File: src/rtl/afifo_pkg.sv
// Shared types and constants for the async FIFO read-side drain logic.
package afifo_pkg;

    localparam int DSIZE_DEF = 8;

    typedef enum logic [1:0] {
        IDLE   = 2'd0,
        STREAM = 2'd1,
        FLUSH  = 2'd2
    } drain_state_e;

    typedef logic [DSIZE_DEF-1:0] afifo_word_t;

    // Entries thrown away when the skid buffer is cleared: a word that
    // transfers downstream on that same edge still counts as delivered.
    function automatic logic [1:0] skid_discard(input logic [1:0] cnt, input logic xfer);
        return cnt - {1'b0, xfer};
    endfunction

endpackage

File: src/rtl/afifo_rd_drain_if.sv
// FIFO read port plus downstream valid/ready stream, seen from the drain block.
interface afifo_rd_drain_if #(
    parameter int DSIZE = afifo_pkg::DSIZE_DEF
);
    logic             rd_empty;
    logic [DSIZE-1:0] rd_data;
    logic             rd_inc;
    logic [DSIZE-1:0] out_data;
    logic             out_valid;
    logic             out_ready;

    modport master (
        input  rd_empty, rd_data, out_ready,
        output rd_inc, out_data, out_valid
    );

    modport slave (
        output rd_empty, rd_data, out_ready,
        input  rd_inc, out_data, out_valid
    );
endinterface

File: src/rtl/afifo_skid_buf.sv
// Two-entry FIFO-ordered valid/ready buffer with a registered head word.
module afifo_skid_buf
    import afifo_pkg::*;
#(
    parameter int DSIZE = DSIZE_DEF
) (
    input  logic             clk,
    input  logic             srst,
    input  logic             clear,
    input  logic             push,
    input  logic [DSIZE-1:0] push_data,
    input  logic             out_ready,
    output logic             out_valid,
    output logic [DSIZE-1:0] out_data,
    output logic [1:0]       cnt
);

    logic [DSIZE-1:0] head_reg;
    logic [DSIZE-1:0] tail_reg;
    logic [1:0]       cnt_reg;
    logic             xfer;

    assign xfer      = (cnt_reg != 2'd0) && out_ready;
    assign out_valid = (cnt_reg != 2'd0);
    assign out_data  = head_reg;
    assign cnt       = cnt_reg;

    always_ff @(posedge clk) begin
        if (srst) begin
            head_reg <= '0;
            tail_reg <= '0;
            cnt_reg  <= 2'd0;
        end else if (clear) begin
            cnt_reg <= 2'd0;
        end else if (push && !xfer) begin
            if (cnt_reg == 2'd0) begin
                head_reg <= push_data;
                cnt_reg  <= 2'd1;
            end else if (cnt_reg == 2'd1) begin
                tail_reg <= push_data;
                cnt_reg  <= 2'd2;
            end
        end else if (!push && xfer) begin
            // Head only advances when a second word is waiting behind it.
            if (cnt_reg == 2'd2) begin
                head_reg <= tail_reg;
            end
            cnt_reg <= cnt_reg - 2'd1;
        end else if (push && xfer) begin
            if (cnt_reg == 2'd2) begin
                head_reg <= tail_reg;
                tail_reg <= push_data;
            end else begin
                head_reg <= push_data;
            end
        end
    end

endmodule

File: src/rtl/afifo_rd_drain.sv
// Read-domain consumer for the async FIFO: streams words out through a skid
// buffer, supports flushing, and counts pops and discarded words.
module afifo_rd_drain
    import afifo_pkg::*;
#(
    parameter int DSIZE = DSIZE_DEF,
    parameter int CNTW  = 16
) (
    input  logic                  rd_clk,
    input  logic                  rd_rst,
    input  logic                  en,
    input  logic                  flush,
    afifo_rd_drain_if.master      bus,
    output logic                  busy,
    output logic [CNTW-1:0]       pop_count,
    output logic [CNTW-1:0]       drop_count
);

    drain_state_e    state_reg;
    logic            busy_reg;
    logic [CNTW-1:0] pop_count_reg;
    logic [CNTW-1:0] drop_count_reg;
    logic [CNTW-1:0] drop_count_next;

    logic            rd_inc_w;
    logic            flush_entry;
    logic            push;
    logic            xfer;
    logic            pop_dropped;
    logic [1:0]      skid_cnt;
    logic [1:0]      discard;

    assign rd_inc_w = (((state_reg == STREAM) && (skid_cnt < 2'd2)) || (state_reg == FLUSH))
                      && !bus.rd_empty && !rd_rst;
    assign bus.rd_inc = rd_inc_w;

    // A flush request only matters outside FLUSH; re-requests are ignored.
    assign flush_entry = flush && (state_reg != FLUSH);
    assign push        = rd_inc_w && (state_reg == STREAM) && !flush_entry;
    assign xfer        = bus.out_valid && bus.out_ready;
    assign pop_dropped = rd_inc_w && ((state_reg == FLUSH) || flush_entry);
    assign discard     = flush_entry ? skid_discard(skid_cnt, xfer) : 2'd0;

    always_comb begin
        drop_count_next = drop_count_reg + CNTW'(discard) + CNTW'(pop_dropped);
    end

    afifo_skid_buf #(.DSIZE(DSIZE)) u_skid (
        .clk       (rd_clk),
        .srst      (rd_rst),
        .clear     (flush_entry),
        .push      (push),
        .push_data (bus.rd_data),
        .out_ready (bus.out_ready),
        .out_valid (bus.out_valid),
        .out_data  (bus.out_data),
        .cnt       (skid_cnt)
    );

    always_ff @(posedge rd_clk) begin
        if (rd_rst) begin
            state_reg      <= IDLE;
            busy_reg       <= 1'b0;
            pop_count_reg  <= '0;
            drop_count_reg <= '0;
        end else begin
            if (rd_inc_w) begin
                pop_count_reg <= pop_count_reg + CNTW'(1);
            end
            drop_count_reg <= drop_count_next;

            case (state_reg)
                IDLE: begin
                    if (flush) begin
                        state_reg <= FLUSH;
                        busy_reg  <= 1'b1;
                    end else if (en) begin
                        state_reg <= STREAM;
                    end
                end
                STREAM: begin
                    if (flush) begin
                        state_reg <= FLUSH;
                        busy_reg  <= 1'b1;
                    end else if (!en) begin
                        state_reg <= IDLE;
                    end
                end
                FLUSH: begin
                    if (bus.rd_empty) begin
                        state_reg <= en ? STREAM : IDLE;
                        busy_reg  <= 1'b0;
                    end
                end
                default: begin
                    state_reg <= IDLE;
                    busy_reg  <= 1'b0;
                end
            endcase
        end
    end

    assign busy       = busy_reg;
    assign pop_count  = pop_count_reg;
    assign drop_count = drop_count_reg;

endmodule

File: src/flat_wrapper.sv
// flat-port wrapper written by rule: the top's interface ports become plain ports
module afifo_rd_drain_flat import afifo_pkg::*;
#(
    parameter int DSIZE = DSIZE_DEF,
    parameter int CNTW  = 16
)
  (rd_clk, rd_rst, en, flush, busy, pop_count, drop_count, bus_rd_empty, bus_rd_data, bus_out_ready, bus_rd_inc, bus_out_data, bus_out_valid);
  afifo_rd_drain_if #(.DSIZE(DSIZE)) bus_i ();
  input  logic rd_clk;
  input  logic rd_rst;
  input  logic en;
  input  logic flush;
  output logic busy;
  output logic [CNTW-1:0] pop_count;
  output logic [CNTW-1:0] drop_count;
  input wire logic [$bits(bus_i.rd_empty)-1:0] bus_rd_empty;
  input wire logic [$bits(bus_i.rd_data)-1:0] bus_rd_data;
  input wire logic [$bits(bus_i.out_ready)-1:0] bus_out_ready;
  output wire logic [$bits(bus_i.rd_inc)-1:0] bus_rd_inc;
  output wire logic [$bits(bus_i.out_data)-1:0] bus_out_data;
  output wire logic [$bits(bus_i.out_valid)-1:0] bus_out_valid;
  assign bus_i.rd_empty = bus_rd_empty;
  assign bus_i.rd_data = bus_rd_data;
  assign bus_i.out_ready = bus_out_ready;
  assign bus_rd_inc = bus_i.rd_inc;
  assign bus_out_data = bus_i.out_data;
  assign bus_out_valid = bus_i.out_valid;
  afifo_rd_drain #(.DSIZE(DSIZE), .CNTW(CNTW)) u_core (.rd_clk(rd_clk), .rd_rst(rd_rst), .en(en), .flush(flush), .bus(bus_i), .busy(busy), .pop_count(pop_count), .drop_count(drop_count));
endmodule
File: config.mk
export PLATFORM = sky130hd
export DESIGN_NAME = afifo_rd_drain_flat
export DESIGN_NICKNAME = d
export VERILOG_FILES = /design/src/rtl/afifo_pkg.sv /design/src/rtl/afifo_rd_drain_if.sv /design/src/rtl/afifo_skid_buf.sv /design/src/rtl/afifo_rd_drain.sv /design/src/flat_wrapper.sv
export SDC_FILE = /design/constraint.sdc
export NUM_CORES = 1
export LEC_CHECK = 0
export BUFFER_PORTS_ARGS = -buffer_cell sky130_fd_sc_hd__clkbuf_2
export CAP_MARGIN = 25
export CORE_ASPECT_RATIO = 0.8
export CORE_MARGIN = 5
export CORE_UTILIZATION = 54
export DETAILED_ROUTE_END_ITERATION = 16
export GPL_TIMING_DRIVEN = 0
export HOLD_SLACK_MARGIN = 0.15
export PLACE_DENSITY_LB_ADDON = 0.08
export REMOVE_ABC_BUFFERS = 1
export SLEW_MARGIN = 20
export SYNTH_ARGS = -nofsm -noshare
export SYNTH_HDL_FRONTEND = slang
export SYNTH_SLANG_ARGS = --single-unit
export TNS_END_PERCENT = 100
File: constraint.sdc
create_clock -name rd_clk -period 3.4 [get_ports rd_clk]
set_clock_uncertainty 0.1 [all_clocks]
set_input_delay 0.34 -clock rd_clk [delete_from_list [all_inputs] [get_ports rd_clk]]
set_output_delay 0.34 -clock rd_clk [all_outputs]
set_load 0.01 [all_outputs]
==> flow_summary.ini <==
[global_route]
grt_pass1_wl_um = 9430
grt_max_degree = 36
grtUsageTotal_pct = 18.1
grt-ovfl-total = 0
grt_pass1_vias = 2088
grt_antenna_before_repair = 0

[timing]
hold_ws_ps = 166
relSlewSlack_pct = 58.5
worstMarginPinSlew_ps = 623
layout_min_cycle_time_ps = 3210
grt_setup_unrepaired = false
fin_crit_sh_pct = 94.5
setup_viol = 0
finalHoldViolCount = 0
max_freq_mhz = 311
slew_violations = 0

[cts]
cts_root_buf = clkbuf_8
clkTransAtPathRegs_ps = 100
clock_latency_ps = 310
cts_tree = yes
clock_sinks = 53
htreeDepth = 2
numCtsBuffers = 5
cts_buffer_depth = 2

[die]
row_count = 22
core_sq_um = 4680
start_util_pct = 57.1
ios = 57
die_h_um = 72.9
die_area_sq_um = 6470
die_x_um = 88.7

[synthesis]
synth_fa_ha_area_share_pct = 6.64
ys_seq_area_share_pct = 39.7
async_flop_share_pct = 0
synthXorXnorAreaFrac_pct = 6.55
synth-edff-count = 0
synth_compound_area_share_pct = 15.5
synthesis.area_sq_um = 2670
avgSynthCellArea_sq_um = 9.16
ys_types = 43
synth_top_flop_cell = dfxtp_1
ys_ff_latch = 53
syn_inst = 292
synth_warnings = 0
synth_top_family_by_area = simple AND/OR/NAND/NOR gates
synth.area.mux_share_pct = 6.41
synth_simple_gate_area_share_pct = 21.6

[flow_run]
maxCapViolations = 0

[layout]
final_common_cell = clkbuf_2
insertedDiodeCount = 0
mostFrequentLayoutCells = clkbuf_2, dfxtp_1, nor2_1, xor2_1, mux2i_1
multi_input_area_sq_um = 1560
regArea_sq_um = 1060
layout-drive-gt1-share_pct = 24.7
syn_to_final_growth_pct = 19.3
fin_nets = 374
fillers = 402

[setup_path]
cp_slowest_cell = fa_1
path_cells = inv_1 -> ha_1 -> inv_1 -> nand2_1 -> inv_2 -> ha_1 -> nand2b_1 -> fa_1 -> fa_1 -> nand2b_4 -> nor4_4 -> xnor2_1 -> nor2_1
critPathTopFamily = adder cells
arrival_ps = 3300
critical_path_required_ps = 3490
worstPathBufferInverterCount = 3
critPathMaxStageDelay_ps = 450
startpoint_type = register
critPathKind = register to register
cp-end-kind = register
cp_max_fo = 6

[worst_hold_path]
hold_path.class = primary input to register

[route]
wl_per_cell_um = 13.9
firstDrtPassIters = 4
routed_wirelength_um = 5660
num_vias = 2266
vias_per_cell = 5.55
drc = 0
detail-route-antenna-nets = 0
dr.first_iter.drc_count = 124

[placement]
place.gp.congestion = 0.739
place_hpwl_um = 4070
portBuffers = 56

[power_and_ir_drop]
finalPower_mw = 1.14
p_per_area_nw_per_um2 = 359
p_leak_nw = 1.31
peakVddDrop_v = 0.000234

[run_status]
status = finished, final reports clean
## worst register-to-register path: stages, from the launching register on
cell and delay, ps:
dfxtp_1 380, inv_1 100, ha_1 250, inv_1 90, nand2_1 100, inv_2 110, ha_1 220, nand2b_1 170
fa_1 450, fa_1 440, nand2b_4 200, nor4_4 290, xnor2_1 150, nor2_1 50
## metal layers
metal	vias up	wire length [um]	GRT usage [%]
li1	1140	-	-
met1	1068	2680	24.7
met2	53	2610	28.6
met3	5	324	3.95
met4	0	46	5.20
met5	-	0	0
## path summary, 6_finish.rpt
path / start / endpoint / slack, ps / depth (start not counted)
max: u_core.u_skid.cnt[0]$_SDFFE_PP0P_ / u_core.drop_count[12]$_SDFF_PP0_ / 190 / 13
min: en / u_core.state_reg[0]$_SDFFE_PP0P_ / 170 / 2
max reg2reg: u_core.u_skid.cnt[0]$_SDFFE_PP0P_ / u_core.drop_count[12]$_SDFF_PP0_ / 190 / 13
min reg2reg: u_core.pop_count[15]$_SDFFE_PP0N_ / u_core.pop_count[15]$_SDFFE_PP0N_ / 380 / 2
## synth_stat cells, types with 4 or more instances
cell	number	area, sq um
dfxtp_1	53	1060
nor2_1	45	169
mux2i_1	16	160
xor2_1	16	140
a21oi_1	15	75.1
nand2_1	13	48.8
o21ai_0	12	60.1
ha_1	11	138
inv_1	10	37.5
clkbuf_1	8	30.0
o2111ai_1	7	61.3
a211oi_1	6	45.0
o211ai_1	6	45.0
or3_1	6	37.5
nor2b_1	5	31.3
and2_1	4	25.0
and3_1	4	25.0
nand2b_1	4	25.0
nand3_1	4	20.0
xnor2_1	4	35.0
## metrics by stage
step,cells,worst slack [ps],cell area [sq um],utilization (%),setup TNS (ps)
4_1_cts,408,12.7,3160,67.4,0
6_report,408,188,3190,68.2,0
3_3_place_gp,396,-306,2970,63.4,-2890
3_5_place_dp,397,-354,2990,63.9,-3000
5_1_grt,408,38.5,3190,68.2,0
2_1_floorplan,280,198,2610,-,0
## power by group
group	internal [mW]	leakage, nW	total, mW	switching [mW]
logic	0.0248	0.828	0.0634	0.0386
clock network	0.240	0.0574	0.449	0.210
registers	0.626	0.428	0.632	0.00626
total	0.890	1.31	1.14	0.255
## timing repair
action | CTS | global route
hold buffers | 0 | 0
cloned | 0 | 0
resized for setup | 3 | 7
setup buffers | 3 | 0
setup endpoints to repair | 13 | 5
pin swaps | 1 | 0
## layout make-up
type	count	area share [%]
Clock buffer	6	2.59
Clock inverter	2	1.18
Inverter	10	1.18
Multi-Input combinational cell	217	48.9
Sequential cell	53	33.3
Tap cell	60	2.35
Timing Repair Buffer	60	10.5
## cell families (layout without fill, tap and decap cells)
kind of cell / Yosys count / in the layout
AOI/OAI and AO/OA: 57 / 57
xor gates and xnor gates: 20 / 20
adders and majority gates: 13 / 13
buffers and inverters: 22 / 78
DFF: 53 / 53
muxes: 17 / 17
and+or+nand+nor: 110 / 110
(Power assumes the default switching activity.)
